### config.mk
export PLATFORM = sky130hd
export DESIGN_NAME = square_fold_rr_scheduler
export DESIGN_NICKNAME = d
export VERILOG_FILES = /design/src/rtl/square_fold_rr_scheduler.sv
export SDC_FILE = /design/constraint.sdc
export NUM_CORES = 1
export LEC_CHECK = 0
export BUFFER_PORTS_ARGS = -buffer_cell sky130_fd_sc_hd__clkbuf_2
export CAP_MARGIN = 20
export CORE_MARGIN = 2
export CORE_UTILIZATION = 40
export CTS_CLUSTER_DIAMETER = 50
export DETAILED_ROUTE_END_ITERATION = 8
export GPL_ROUTABILITY_DRIVEN = 0
export PLACE_DENSITY = 0.65
export SLEW_MARGIN = 20
export SYNTH_ARGS = -nofsm -noshare
export SYNTH_HDL_FRONTEND = slang
export SYNTH_SLANG_ARGS = --single-unit
### constraint.sdc
create_clock -name clk -period 12.78 [get_ports clk]
set_clock_uncertainty 0.1 [all_clocks]
set_input_delay 0.639 -clock clk [delete_from_list [all_inputs] [get_ports clk]]
set_output_delay 0.639 -clock clk [all_outputs]
set_load 0.01 [all_outputs]
### src/rtl/square_fold_rr_scheduler.sv
// Round-robin front end that shares one pipelined square-and-fold datapath among NUM_REQ requesters.
// Each result is tagged with the requester ID and returns to that requester 3+EXTRA_STAGES edges after acceptance.
module square_fold_rr_scheduler #(
  parameter int NUM_REQ      = 4,
  parameter int BITWIDTH     = 16,
  parameter int EXTRA_STAGES = 0
) (
  input  logic                         clk,
  input  logic                         reset,
  input  logic                         hold,
  input  logic [NUM_REQ-1:0]           req_valid,
  input  logic [NUM_REQ*BITWIDTH-1:0]  req_data,
  output logic [NUM_REQ-1:0]           req_ready,
  output logic [NUM_REQ-1:0]           rsp_valid,
  output logic [BITWIDTH-1:0]          rsp_data,
  output logic [2:0]                   in_flight,
  output logic                         idle
);

  localparam int IDW       = (NUM_REQ > 1) ? $clog2(NUM_REQ) : 1;
  localparam int PW        = 2 * BITWIDTH;
  localparam int OUT_DEPTH = EXTRA_STAGES + 1;

  logic [IDW-1:0]      ptr;
  logic                grant_any;
  logic [IDW-1:0]      grant_id;
  logic [IDW-1:0]      search_idx;

  logic                s1_valid;
  logic [IDW-1:0]      s1_id;
  logic [BITWIDTH-1:0] s1_op;
  logic                s2_valid;
  logic [IDW-1:0]      s2_id;
  logic [PW-1:0]       s2_prod;

  logic [OUT_DEPTH-1:0] out_valid;
  logic [IDW-1:0]       out_id   [OUT_DEPTH];
  logic [BITWIDTH-1:0]  out_data [OUT_DEPTH];
  logic                 rsp_fire;

  // Search starts one past the last winner, so the most recent grantee has lowest priority.
  always_comb begin
    grant_any  = 1'b0;
    grant_id   = '0;
    search_idx = '0;
    req_ready  = '0;
    if (!hold) begin
      for (int k = 1; k <= NUM_REQ; k++) begin
        search_idx = IDW'((int'(ptr) + k) % NUM_REQ);
        if (!grant_any && req_valid[search_idx]) begin
          grant_any = 1'b1;
          grant_id  = search_idx;
        end
      end
    end
    if (grant_any) req_ready[grant_id] = 1'b1;
  end

  always_ff @(posedge clk or negedge reset) begin
    if (!reset) begin
      ptr <= IDW'(NUM_REQ - 1);
    end else if (grant_any) begin
      ptr <= grant_id;
    end
  end

  always_ff @(posedge clk or negedge reset) begin
    if (!reset) begin
      s1_valid  <= 1'b0;
      s2_valid  <= 1'b0;
      out_valid <= '0;
    end else begin
      s1_valid     <= grant_any;
      s2_valid     <= s1_valid;
      out_valid[0] <= s2_valid;
      for (int i = 1; i < OUT_DEPTH; i++) begin
        out_valid[i] <= out_valid[i-1];
      end
    end
  end

  // Data and tags travel beside the valid bits; they are meaningless unless qualified, so no reset.
  always_ff @(posedge clk) begin
    if (grant_any) begin
      s1_op <= req_data[grant_id*BITWIDTH +: BITWIDTH];
      s1_id <= grant_id;
    end
    s2_prod     <= PW'(s1_op) * PW'(s1_op);
    s2_id       <= s1_id;
    out_data[0] <= s2_prod[BITWIDTH-1:0] ^ s2_prod[PW-1:BITWIDTH];
    out_id[0]   <= s2_id;
    for (int i = 1; i < OUT_DEPTH; i++) begin
      out_data[i] <= out_data[i-1];
      out_id[i]   <= out_id[i-1];
    end
  end

  assign rsp_fire = out_valid[OUT_DEPTH-1];

  always_ff @(posedge clk or negedge reset) begin
    if (!reset) begin
      in_flight <= 3'd0;
    end else begin
      case ({grant_any, rsp_fire})
        2'b10:   in_flight <= in_flight + 3'd1;
        2'b01:   in_flight <= in_flight - 3'd1;
        default: in_flight <= in_flight;
      endcase
    end
  end

  // Response bus is forced to zero when nothing returns, so reset clears it immediately.
  always_comb begin
    rsp_valid = '0;
    rsp_data  = '0;
    if (rsp_fire) begin
      rsp_valid[out_id[OUT_DEPTH-1]] = 1'b1;
      rsp_data                       = out_data[OUT_DEPTH-1];
    end
  end

  assign idle = (in_flight == 3'd0) && (req_valid == '0);

  a_in_flight_bound: assert property (@(posedge clk) disable iff (!reset)
    in_flight <= 3'(3 + EXTRA_STAGES));

endmodule

==> impl_metrics.py, run 1 <==
metrics = {
    "critical_path": {
        "worstSetupEndpointType": "register",
        "path_cells": "and2_1, fa_1, inv_1, fa_1, inv_1, fa_1, inv_1, fa_1, inv_1, fa_1, inv_1, fa_1, inv_1, ha_1, nand2_1, o22ai_1, nor3_2, nand2_1, a221oi_2, xnor2_1",
        "crit_path_max_fanout": 17,
        "crit_path_max_incr_delay_ns": 0.72,
        "worst_path_max_delay_cell": "edfxtp_1",
        "r2r_cells": 20,
        "crit_type": "reg2reg",
        "startpoint_type": "register",
        "cp_data_arrival_time_ns": 6.48,
        "critical_path_required_time_ns": 12.92,
    },
    "timing": {
        "period_needed_ns": 6.34,
        "fin_crit_sh_pct": 49.6,
        "setup-tns-final_ns": 0,
        "worst_slew_pin_slew_ns": 0.957,
        "slew_viol_final": 0,
        "setup_viol": 0,
        "timing.max_slew.rel_slack_pct": 36.2,
        "rsz0062_at_grt": "false",
        "max_freq_mhz": 158,
        "report.final.hold_viol_count": 0,
    },
    "grt": {
        "gr-usage-all-layers_pct": 17.3,
        "grt_pass1_wl_mm": 37.0,
        "global_route.overflow_total": 0,
        "grt_start_max_net_pins": 35,
        "first_global_vias": 7693,
        "antenna_found_initial": 0,
    },
    "final_layout": {
        "num-fill-cells": 2413,
        "drive_gt1_share_pct": 11.9,
        "antenna-diode-count": 0,
        "layout.nets": 1501,
        "syn2layout_area_growth_pct": 10.0,
    },
    "placed_design": {
        "dp.final_hpwl_mm": 18.4,
        "count_of_buffers_from_port_buffering": 98,
    },
    "route": {
        "first_pass_iters": 5,
        "dr.first_iter.drc_count": 439,
        "routed_wire_length_per_instance_um": 14.5,
        "vias": 7284,
        "routed_wirelength_mm": 21.7,
        "final_antenna_net_count": 0,
        "viasPerCell": 4.86,
        "drc_errors": 0,
    },
    "cts": {
        "clock_tree.buffer_depth": 2,
        "post-cts-setup-buffer-count": 0,
        "cts_resized": 0,
        "cts_tree": "yes",
        "clk-insertion-delay-late_ns": 0.36,
        "cts_buffers": 9,
        "numClockSinks": 77,
        "cts_max_level": 3,
        "clk_root_buffer_cell": "clkbuf_16",
        "clkSlewWorstSetupHoldPaths_ns": 0.07,
        "ctsHoldBuffers": 0,
    },
    "floorplanning": {
        "die_area_um2": 27300,
        "die_h_um": 165,
        "core_region_area_um2": 25300,
        "design.portCount": 99,
        "initial_core_util_pct": 41.0,
        "floorplan.die.width_um": 165,
        "number_of_cell_rows": 58,
    },
    "yosys": {
        "seq_area_frac_synth_pct": 17.0,
        "synthesis.area_per_instance_um2": 9.54,
        "synthesis.area_um2": 10400,
        "syn_inst": 1089,
        "synth-seq-cells": 77,
        "synthDistinctLibCells": 69,
        "mappedNetlistNets": 1426,
        "yosys_warnings": 0,
        "synth_flop_cell": "dfxtp_1",
        "synth_edf_count": 18,
        "synth_async_sr_flop_share_pct": 10.4,
    },
    "flow_run": {
        "drv_cap": 0,
    },
    "worst_hold_path": {
        "worst_hold_path_type": "in2async",
    },
    "outcome": {
        "run_status": "complete, no violations",
    },
}
-- cells by family after synthesis --
logic type	count (synthesis)	synth area share [%]
AND/OR/NAND/NOR	238	11.3
buffers and inverters	297	11.1
adder cells (fa/ha/maj)	266	43.8
AO/OA/AOI/OAI	106	7.23
multiplexers	51	4.94
flip-flops	77	17.0
XOR/XNOR	54	4.55
-- cell usage after synthesis (all sizes together) (3+ instances only) --
| cell | number | area (µm²) |
|---|---|---|
| or2 | 4 | 25.0 |
| dfrtp | 6 | 150 |
| clkbuf | 24 | 90.1 |
| o21a | 6 | 45.0 |
| a21boi | 3 | 22.5 |
| mux2i | 49 | 490 |
| o22ai | 3 | 18.8 |
| a21o | 7 | 52.6 |
| a211o | 3 | 26.3 |
| nand3 | 5 | 30.0 |
| a211oi | 6 | 55.1 |
| buf | 10 | 80.1 |
| nor2 | 40 | 150 |
| nand4 | 4 | 25.0 |
| nor2b | 12 | 75.1 |
| ha | 103 | 1290 |
| o21ai | 26 | 130 |
| a21oi | 24 | 131 |
| xnor2 | 27 | 236 |
| dfxtp | 51 | 1020 |
| inv | 263 | 987 |
| o31ai | 3 | 27.5 |
| and2 | 54 | 338 |
| xor2 | 27 | 236 |
| nand2 | 94 | 353 |
| fa | 163 | 3260 |
| or3 | 3 | 18.8 |
| and3 | 3 | 20.0 |
| nor4 | 3 | 33.8 |
| edfxtp | 18 | 541 |
| nand2b | 4 | 25.0 |
| nor3 | 7 | 40.0 |
-- path summary, 6_finish.rpt --
path / slack, ns / from / endpoint
hold / removal: 0.02 / reset / in_flight[0]
setup / recovery: 6.44 / s1_op[9] / s2_prod[19]
max in group asynchronous: 12.31 / reset / ptr[1]
setup reg to reg: 6.44 / s1_op[9] / s2_prod[19]
hold reg to reg: 0.23 / s2_prod[17] / out_data[0][1]
min in group clk: 0.23 / s2_prod[17] / out_data[0][1]
-- layout by cell type (no fill, tap or decap), types with 3 or more instances in the layout --
master,count
mux2i_1,49
or2_2,4
a211o_1,3
nand3_1,4
nand2b_1,3
nor2b_1,12
nor2_1,40
or3_1,3
nor3_1,6
o21ai_1,4
xor2_1,27
and2_1,54
a21o_1,7
a21oi_1,23
xnor2_1,27
o22ai_1,3
o21ai_0,22
ha_1,103
o21a_1,6
nand4_1,4
inv_1,261
edfxtp_1,18
a211oi_1,4
dfxtp_1,51
dfrtp_1,6
clkbuf_16,9
nand2_1,94
clkbuf_2,98
fa_1,163
-- worst max-delay path: cells and delay by family (launching register included) --
family,cells,cell delay [ns]
AOI/OAI and AO/OA,2,0.45
xor gates and xnor gates,1,0.22
adders and majority gates,7,3.39
buffers and inverters,6,0.30
and+or+nand+nor,4,1.05
DFF,1,0.72
-- per-stage QoR --
| stage | area [µm²] | util (%) | setup WS [ns] | hold WS (ns) | std cells |
|---|---|---|---|---|---|
| global placement | 11100 | 43.9 | 6.52 | 0.212 | 1483 |
| global route | 11400 | 45.1 | 6.21 | 0.0159 | 1499 |
| CTS | 11400 | 45.1 | 6.47 | 0.00972 | 1499 |
| floorplan | 10400 | - | 7.07 | 0.210 | 1089 |
| detailed placement | 11100 | 43.9 | 6.48 | 0.214 | 1483 |
| finish | 11400 | 45.1 | 6.44 | 0.0151 | 1499 |
-- area by class of cell --
| class | count | area [µm²] | share of cell area (%) |
|---|---|---|---|
| sequential | 77 | 1760 | 15.4 |
| multi-input combinational | 715 | 7470 | 65.3 |
| inverter | 263 | 987 | 8.64 |
| tap | 330 | 413 | 3.61 |
| clock buffer | 9 | 225 | 1.97 |
| timing repair buffer | 98 | 490 | 4.29 |
| clock inverter | 7 | 81.3 | 0.712 |
-- flip-flops by register name, summed over array words and instances (netlist names) --
register,cells
s2_prod,31
out_data,16
s1_op,16
in_flight,3
out_id,2
ptr,2
s1_id,2
s2_id,2
out_valid,1
s1_valid,1
s2_valid,1
-- routing by layer --
metal	wire length (µm)	share of wire, %	vias to the layer above	track usage [%]
met2	10300	47	225	29.0
met1	9840	45	3518	23.3
met4	310	1.4	0	3.99
met5	0	0	-	0
li1	-	-	3519	-
met3	1310	6.0	22	2.95
Power of run 1 is not shown: default switching activity piles up to over one toggle a cycle in this logic, so the estimate is an artifact.
==> run 2: changes to the inputs <==
--- a/config.mk
+++ b/config.mk
@@ -5,6 +5,7 @@
 export SDC_FILE = /design/constraint.sdc
 export NUM_CORES = 1
 export LEC_CHECK = 0
+export ABC_AREA = 1
 export BUFFER_PORTS_ARGS = -buffer_cell sky130_fd_sc_hd__clkbuf_2
 export CAP_MARGIN = 20
 export CORE_MARGIN = 2
@@ -12,7 +13,7 @@
 export CTS_CLUSTER_DIAMETER = 50
 export DETAILED_ROUTE_END_ITERATION = 8
 export GPL_ROUTABILITY_DRIVEN = 0
-export PLACE_DENSITY = 0.65
+export PLACE_DENSITY = 0.64
 export SLEW_MARGIN = 20
 export SYNTH_ARGS = -nofsm -noshare
 export SYNTH_HDL_FRONTEND = slang
==> constraint.sdc (replaced) <==
create_clock -name clk -period 5.9 [get_ports clk]
set_clock_uncertainty 0.1 [all_clocks]
set_input_delay 0.295 -clock clk [delete_from_list [all_inputs] [get_ports clk]]
set_output_delay 0.295 -clock clk [all_outputs]
set_load 0.01 [all_outputs]
==> run 2 against run 1 <==
Via count up 19%. Non-clock buffer count up 36. Wire length up 10%. Sequential share of layout area down 0.98 points. Fmax up 11%. Synthesized area up 5.1%. Die area up 4.9%. Core utilization up 0.28 points. Synthesized cell count up 28%. Clock-buffer cell count unchanged. Critical path type unchanged. Hold slack better by 0.14 ns. Global-route usage up 0.75 points.
==> impl_metrics.py, run 2 <==
metrics = {
    "final_layout": {
        "largest_registers": "s2_prod: 31 flops, out_data: 16 flops, s1_op: 16 flops",
        "multiInputGateArea_um2": 7620,
        "layout.nets": 1828,
        "area.sequential_um2": 1760,
        "drive_gt1_share_pct": 12.1,
        "largest_register_ffs": 31,
        "syn2layout_area_growth_pct": 11.8,
        "num-fill-cells": 2695,
        "layout_common_cells": "367 x nand2_1, 352 x inv_1, 163 x fa_1",
        "mostFrequentLayoutCell": "nand2_1",
        "regMostFlops": "s2_prod",
        "antenna-diode-count": 0,
    },
    "critical_path": {
        "critical_path.reg2reg.startpoint": "s1_op[7]",
        "critical_path_required_time_ns": 6.04,
        "crit_path_max_fanout": 9,
        "critical_path.startpoint": "s1_op[7]",
        "worst_path_max_delay_cell": "fa_1",
        "worstSetupEndpointType": "register",
        "cp_data_arrival_time_ns": 5.83,
        "r2r_slack_ns": 0.21,
        "crit_type": "reg2reg",
        "startpoint_type": "register",
        "crit_path_max_incr_delay_ns": 0.54,
        "path_cells": "buf_4, nand2_1, inv_1, fa_1, inv_1, fa_1, inv_1, fa_1, fa_1, fa_1, inv_1, fa_1, inv_1, ha_1, nand2_1, nand2_1, a31oi_1, o21ai_0, a21oi_1, xnor2_1",
        "cp_common_cell": "fa_1",
    },
    "route": {
        "vias": 8660,
        "routed_wirelength_mm": 23.9,
        "drc_errors": 0,
        "viasPerCell": 4.71,
        "first_pass_iters": 6,
        "final_antenna_net_count": 0,
        "dr.first_iter.drc_count": 426,
        "routed_wire_length_per_instance_um": 13.0,
    },
    "cts": {
        "clk_root_buffer_cell": "clkbuf_16",
        "clk-insertion-delay-late_ns": 0.36,
        "clock_tree.buffer_depth": 2,
        "cts_buffers": 9,
        "clkSlewWorstSetupHoldPaths_ns": 0.07,
        "numClockSinks": 77,
        "cts_max_level": 3,
        "cts_tree": "yes",
    },
    "yosys": {
        "synth-seq-cells": 77,
        "seq_area_frac_synth_pct": 16.2,
        "synth_largest_type_area_fraction_pct": 29.9,
        "synth_top_cell_by_area": "fa_1",
        "synthesis.area_um2": 10900,
        "synth_async_sr_flop_share_pct": 10.4,
        "synth_most_common_cell": "nand2_1",
        "synth_flop_cell": "dfxtp_1",
        "synth_edf_count": 18,
        "yosys-top-cells-area": "fa_1 30%, nand2_1 13%, inv_1 12%",
        "synthDistinctLibCells": 37,
        "synth_commonest_cells": "367 x nand2_1, 352 x inv_1, 163 x fa_1",
        "syn_inst": 1390,
        "yosys_warnings": 0,
        "synthesis.area_per_instance_um2": 7.85,
        "mappedNetlistNets": 1727,
    },
    "timing": {
        "report.final.hold_viol_count": 0,
        "fin_crit_sh_pct": 96.5,
        "max_freq_mhz": 176,
        "setup_viol": 0,
        "worst_slew_pin_slew_ns": 0.754,
        "slew_viol_final": 0,
        "rsz0062_at_grt": "false",
        "period_needed_ns": 5.69,
        "timing.max_slew.rel_slack_pct": 49.7,
        "setup-tns-final_ns": 0,
    },
    "grt": {
        "grt_start_max_net_pins": 37,
        "first_global_vias": 9148,
        "global_route.overflow_total": 0,
        "grt_pass1_wl_mm": 41.7,
        "antenna_found_initial": 0,
        "gr-usage-all-layers_pct": 18.0,
    },
    "floorplanning": {
        "die_area_um2": 28600,
        "die_h_um": 169,
        "initial_core_util_pct": 40.6,
        "floorplan.die.width_um": 169,
        "core_region_area_um2": 26900,
        "number_of_cell_rows": 60,
        "design.portCount": 99,
    },
    "worst_hold_path": {
        "worst_hold_path_type": "in2reg",
        "min_from": "hold",
    },
    "placed_design": {
        "dp.final_hpwl_mm": 20.5,
        "count_of_buffers_from_port_buffering": 98,
    },
    "outcome": {
        "run_status": "complete, no violations",
    },
    "flow_run": {
        "drv_cap": 0,
    },
}
==> run 2: cell count changes after synthesis, sizes merged, moves of 15 or more <==
cell | previous run | this run
and2 | 54 | 0
nand3 | 5 | 58
nand2 | 94 | 382
inv | 263 | 354
xnor2 | 27 | 12
mux2i | 49 | 0
==> run 2: layout make-up <==
cell class,count,share of cell area (%)
Clock inverter,7,0.523
Inverter,354,10.9
Timing Repair Buffer,134,6.29
Multi-Input combinational cell,915,62.5
Clock buffer,9,1.85
Tap cell,341,3.50
Sequential cell,77,14.5
==> run 2: kinds of logic (layout without fill, tap and decap cells) <==
group / after synthesis / count (layout) / synth area share, %
DFF: 77 / 77 / 16.2
xor gates and xnor gates: 52 / 52 / 4.17
adders and majority gates: 266 / 266 / 41.7
and+or+nand+nor: 518 / 518 / 19.7
buffers and inverters: 398 / 504 / 14.1
AOI/OAI and AO/OA: 79 / 79 / 4.15
==> run 2: critical path, delay by kind of cell, from the launching register on <==
kind	cells	cell delay [ns]
flip-flops	1	0.51
buffers and inverters	6	0.50
AND/OR/NAND/NOR	3	0.30
AO/OA/AOI/OAI	3	0.70
XOR/XNOR	1	0.21
adder cells (fa/ha/maj)	7	3.26
==> run 2: metrics by stage <==
stage	std cells	util, %	hold slack [ns]	setup WS [ns]	instance area, µm²
floorplan	1390	-	-0.101	0.486	10900
global placement	1810	43.9	0.0539	0.249	11800
detailed placement	1810	43.9	0.0520	0.230	11800
CTS	1827	45.1	0.156	0.187	12100
global route	1837	45.4	0.162	0.00229	12200
finish	1837	45.4	0.153	0.207	12200
==> run 2: final timing paths <==
path,end,depth (start not counted)
setup / recovery,s2_prod[18],20
setup reg to reg,s2_prod[18],20
hold reg to reg,out_id[0][1],0
max in group asynchronous,ptr[1],2
min in group asynchronous,in_flight[0],2
hold / removal,s1_valid,2
==> run 2: routing by layer <==
layer  part of all wire (%)  global-route usage (%)
met2                     50                    32.7
met4                    1.6                    4.16
met1                     44                    22.8
met3                    4.2                    2.33
met5                      0                       0
==> run 2: what timing repair did <==
item / CTS / global route
endpoints found under the setup margin: 0 / 12
hold endpoints to repair: 8 / 0
gates resized for setup: 0 / 6
buffers inserted: 0 / 10
hold buffers: 1 / 0
Power of run 2 is left out for the same reason.
==> run 3: changes to the inputs <==
--- a/config.mk
+++ b/config.mk
@@ -7,13 +7,12 @@
 export LEC_CHECK = 0
 export ABC_AREA = 1
 export BUFFER_PORTS_ARGS = -buffer_cell sky130_fd_sc_hd__clkbuf_2
-export CAP_MARGIN = 20
 export CORE_MARGIN = 2
 export CORE_UTILIZATION = 40
 export CTS_CLUSTER_DIAMETER = 50
 export DETAILED_ROUTE_END_ITERATION = 8
 export GPL_ROUTABILITY_DRIVEN = 0
-export PLACE_DENSITY = 0.64
+export PLACE_DENSITY = 0.67
 export SLEW_MARGIN = 20
 export SYNTH_ARGS = -nofsm -noshare
 export SYNTH_HDL_FRONTEND = slang
==> constraint.sdc (replaced) <==
create_clock -name clk -period 5.2 [get_ports clk]
set_clock_uncertainty 0.1 [all_clocks]
set_input_delay 0.26 -clock clk [delete_from_list [all_inputs] [get_ports clk]]
set_output_delay 0.26 -clock clk [all_outputs]
set_load 0.01 [all_outputs]
==> run 3 against run 2 <==
The run now ends with negative setup slack left. Worst setup slack worse by 0.40 ns. Sequential share of layout area down 1.7 points. Register-to-register slack worse by 0.40 ns. Wire length up 9.0%. Clock-buffer cell count unchanged. Sequential cell count unchanged. Die area unchanged. Non-clock buffer count up 123. Fmax up 5.6%. Core utilization up 6.2 points. Critical path type unchanged.
==> impl_metrics.py, run 3 (synthesis gave the netlist of run 2 again) <==
metrics = {
    "outcome": {
        "run_status": "complete, but fails checks",
        "violations": "negative setup slack",
    },
    "timing": {
        "setup_viol": 17,
        "max_freq_mhz": 185,
        "report.final.hold_viol_count": 0,
        "worst_slew_pin_slew_ns": 0.774,
        "period_needed_ns": 5.39,
        "post-route-worst-setup-slack_ns": -0.191,
        "setup-tns-final_ns": -1.93,
        "slew_viol_final": 0,
        "timing.max_slew.rel_slack_pct": 48.4,
        "rsz0062_at_grt": "true",
        "fin_crit_sh_pct": 104,
    },
    "route": {
        "first_pass_iters": 6,
        "vias": 9236,
        "final_antenna_net_count": 0,
        "viasPerCell": 4.71,
        "drc_errors": 0,
        "routed_wire_length_per_instance_um": 13.3,
        "dr.first_iter.drc_count": 482,
        "routed_wirelength_mm": 26.1,
    },
    "critical_path": {
        "critical_path_required_time_ns": 5.34,
        "path_cells": "buf_4, buf_6, nand2_4, inv_2, fa_1, inv_1, fa_1, inv_1, fa_2, fa_2, fa_1, inv_2, fa_2, inv_2, ha_4, a21o_1, a21oi_2, nand2_2, nand3_2, nand2_2, xor2_1",
        "crit_path_max_incr_delay_ns": 0.53,
        "worst_path_max_delay_cell": "fa_2",
        "crit_path_max_fanout": 5,
        "crit_type": "reg2reg",
        "startpoint_type": "register",
        "worstSetupEndpointType": "register",
        "r2r_cells": 21,
        "r2r_slack_ns": -0.19,
        "cp_data_arrival_time_ns": 5.53,
        "critical_path.reg2reg.startpoint": "s1_op[9]",
        "rr_endpoint": "s2_prod[23]",
    },
    "floorplanning": {
        "core_region_area_um2": 26900,
        "die_h_um": 169,
        "floorplan.die.width_um": 169,
        "number_of_cell_rows": 60,
        "die_area_um2": 28600,
        "initial_core_util_pct": 40.6,
        "design.portCount": 99,
    },
    "cts": {
        "clk-insertion-delay-late_ns": 0.35,
        "numClockSinks": 77,
        "cts_buffers": 9,
        "clk_root_buffer_cell": "clkbuf_16",
        "cts_max_level": 3,
        "clkSlewWorstSetupHoldPaths_ns": 0.06,
        "clock_tree.buffer_depth": 2,
        "cts_tree": "yes",
    },
    "worst_hold_path": {
        "hold-path-cell-count": 5,
        "min_from": "req_data[36]",
        "min_to": "s1_op[4]",
        "worst_hold_path_type": "in2reg",
    },
    "final_layout": {
        "drive_gt1_share_pct": 27.1,
        "design_area_um2": 13900,
        "largest_registers": "s2_prod: 31 flops, out_data: 16 flops, s1_op: 16 flops",
        "layout.nets": 1951,
        "antenna-diode-count": 0,
        "mostFrequentLayoutCell": "nand2_1",
        "layout_common_cells": "331 x nand2_1, 328 x inv_1, 154 x fa_1",
        "largest_register_ffs": 31,
        "syn2layout_area_growth_pct": 27.0,
        "regMostFlops": "s2_prod",
    },
    "placed_design": {
        "placement_cell_area_um2": 12500,
        "place_worst_setup_slack_ns": -0.358,
        "dp.final_hpwl_mm": 21.1,
        "count_of_buffers_from_port_buffering": 98,
    },
    "grt": {
        "antenna_found_initial": 0,
        "grt_start_max_net_pins": 48,
        "global_route.overflow_total": 0,
        "first_global_vias": 9694,
        "gr-usage-all-layers_pct": 19.0,
        "grt_pass1_wl_mm": 44.2,
    },
    "flow_run": {
        "drv_cap": 0,
    },
}
## run 3: changes by cell type in the layout (fill, tap and decap cells not counted), moves of 17 or more
cell     before  now
buf_6         1   18
inv_1       352  328
buf_4        34  136
inv_2         2   25
nand2_2      13   36
nand2_1     367  331
## run 3: critical path, delay by kind of cell, from the launching register on
family / cells / cell delay [ns]
XOR/XNOR: 1 / 0.15
adder cells (fa/ha/maj): 7 / 3.27
AO/OA/AOI/OAI: 2 / 0.42
AND/OR/NAND/NOR: 4 / 0.33
buffers and inverters: 7 / 0.54
flip-flops: 1 / 0.47
## run 3: final cells by class
| cell class | instances | area (µm²) |
|---|---|---|
| Inverter | 354 | 1330 |
| Tap cell | 341 | 427 |
| Fill cell | 2465 | 13000 |
| Multi-Input combinational cell | 915 | 8250 |
| Clock buffer | 9 | 225 |
| Clock inverter | 7 | 65.1 |
| Sequential cell | 77 | 1760 |
| Timing Repair Buffer | 257 | 1790 |
## run 3: per-layer routing
metal / GRT usage [%] / wire length (µm)
met1: 24.3 / 11400
met2: 33.8 / 13000
met3: 2.73 / 1190
met4: 5.20 / 409
met5: 0 / 0
## run 3: worst max path at each step
stage | start | to
after floorplan | s1_op[8] | s2_prod[28]
after global placement | s1_op[6] | s2_prod[26]
after detailed placement | s1_op[6] | s2_prod[30]
after CTS | s1_op[8] | s2_prod[28]
after global routing | s1_op[5] | s2_prod[31]
final | s1_op[9] | s2_prod[23]
## run 3: through the flow
stage | util [%] | hold WS [ns] | instances
floorplan | - | -0.136 | 1390
CTS | 50.1 | 0.164 | 1945
global route | 51.6 | 0.182 | 1960
finish | 51.6 | 0.173 | 1960
global placement | 46.3 | 0.0291 | 1889
detailed placement | 46.3 | 0.0303 | 1889
## run 3: timing repair
action                     in CTS  in global routing
pin swaps                      44                 54
setup endpoints to repair      21                 22
gates resized for setup       103                 86
cloned                          0                  0
buffers inserted               40                 17
hold buffers                    1                  0
hold endpoints to repair        8                  0
Power of run 3 is left out for the same reason.
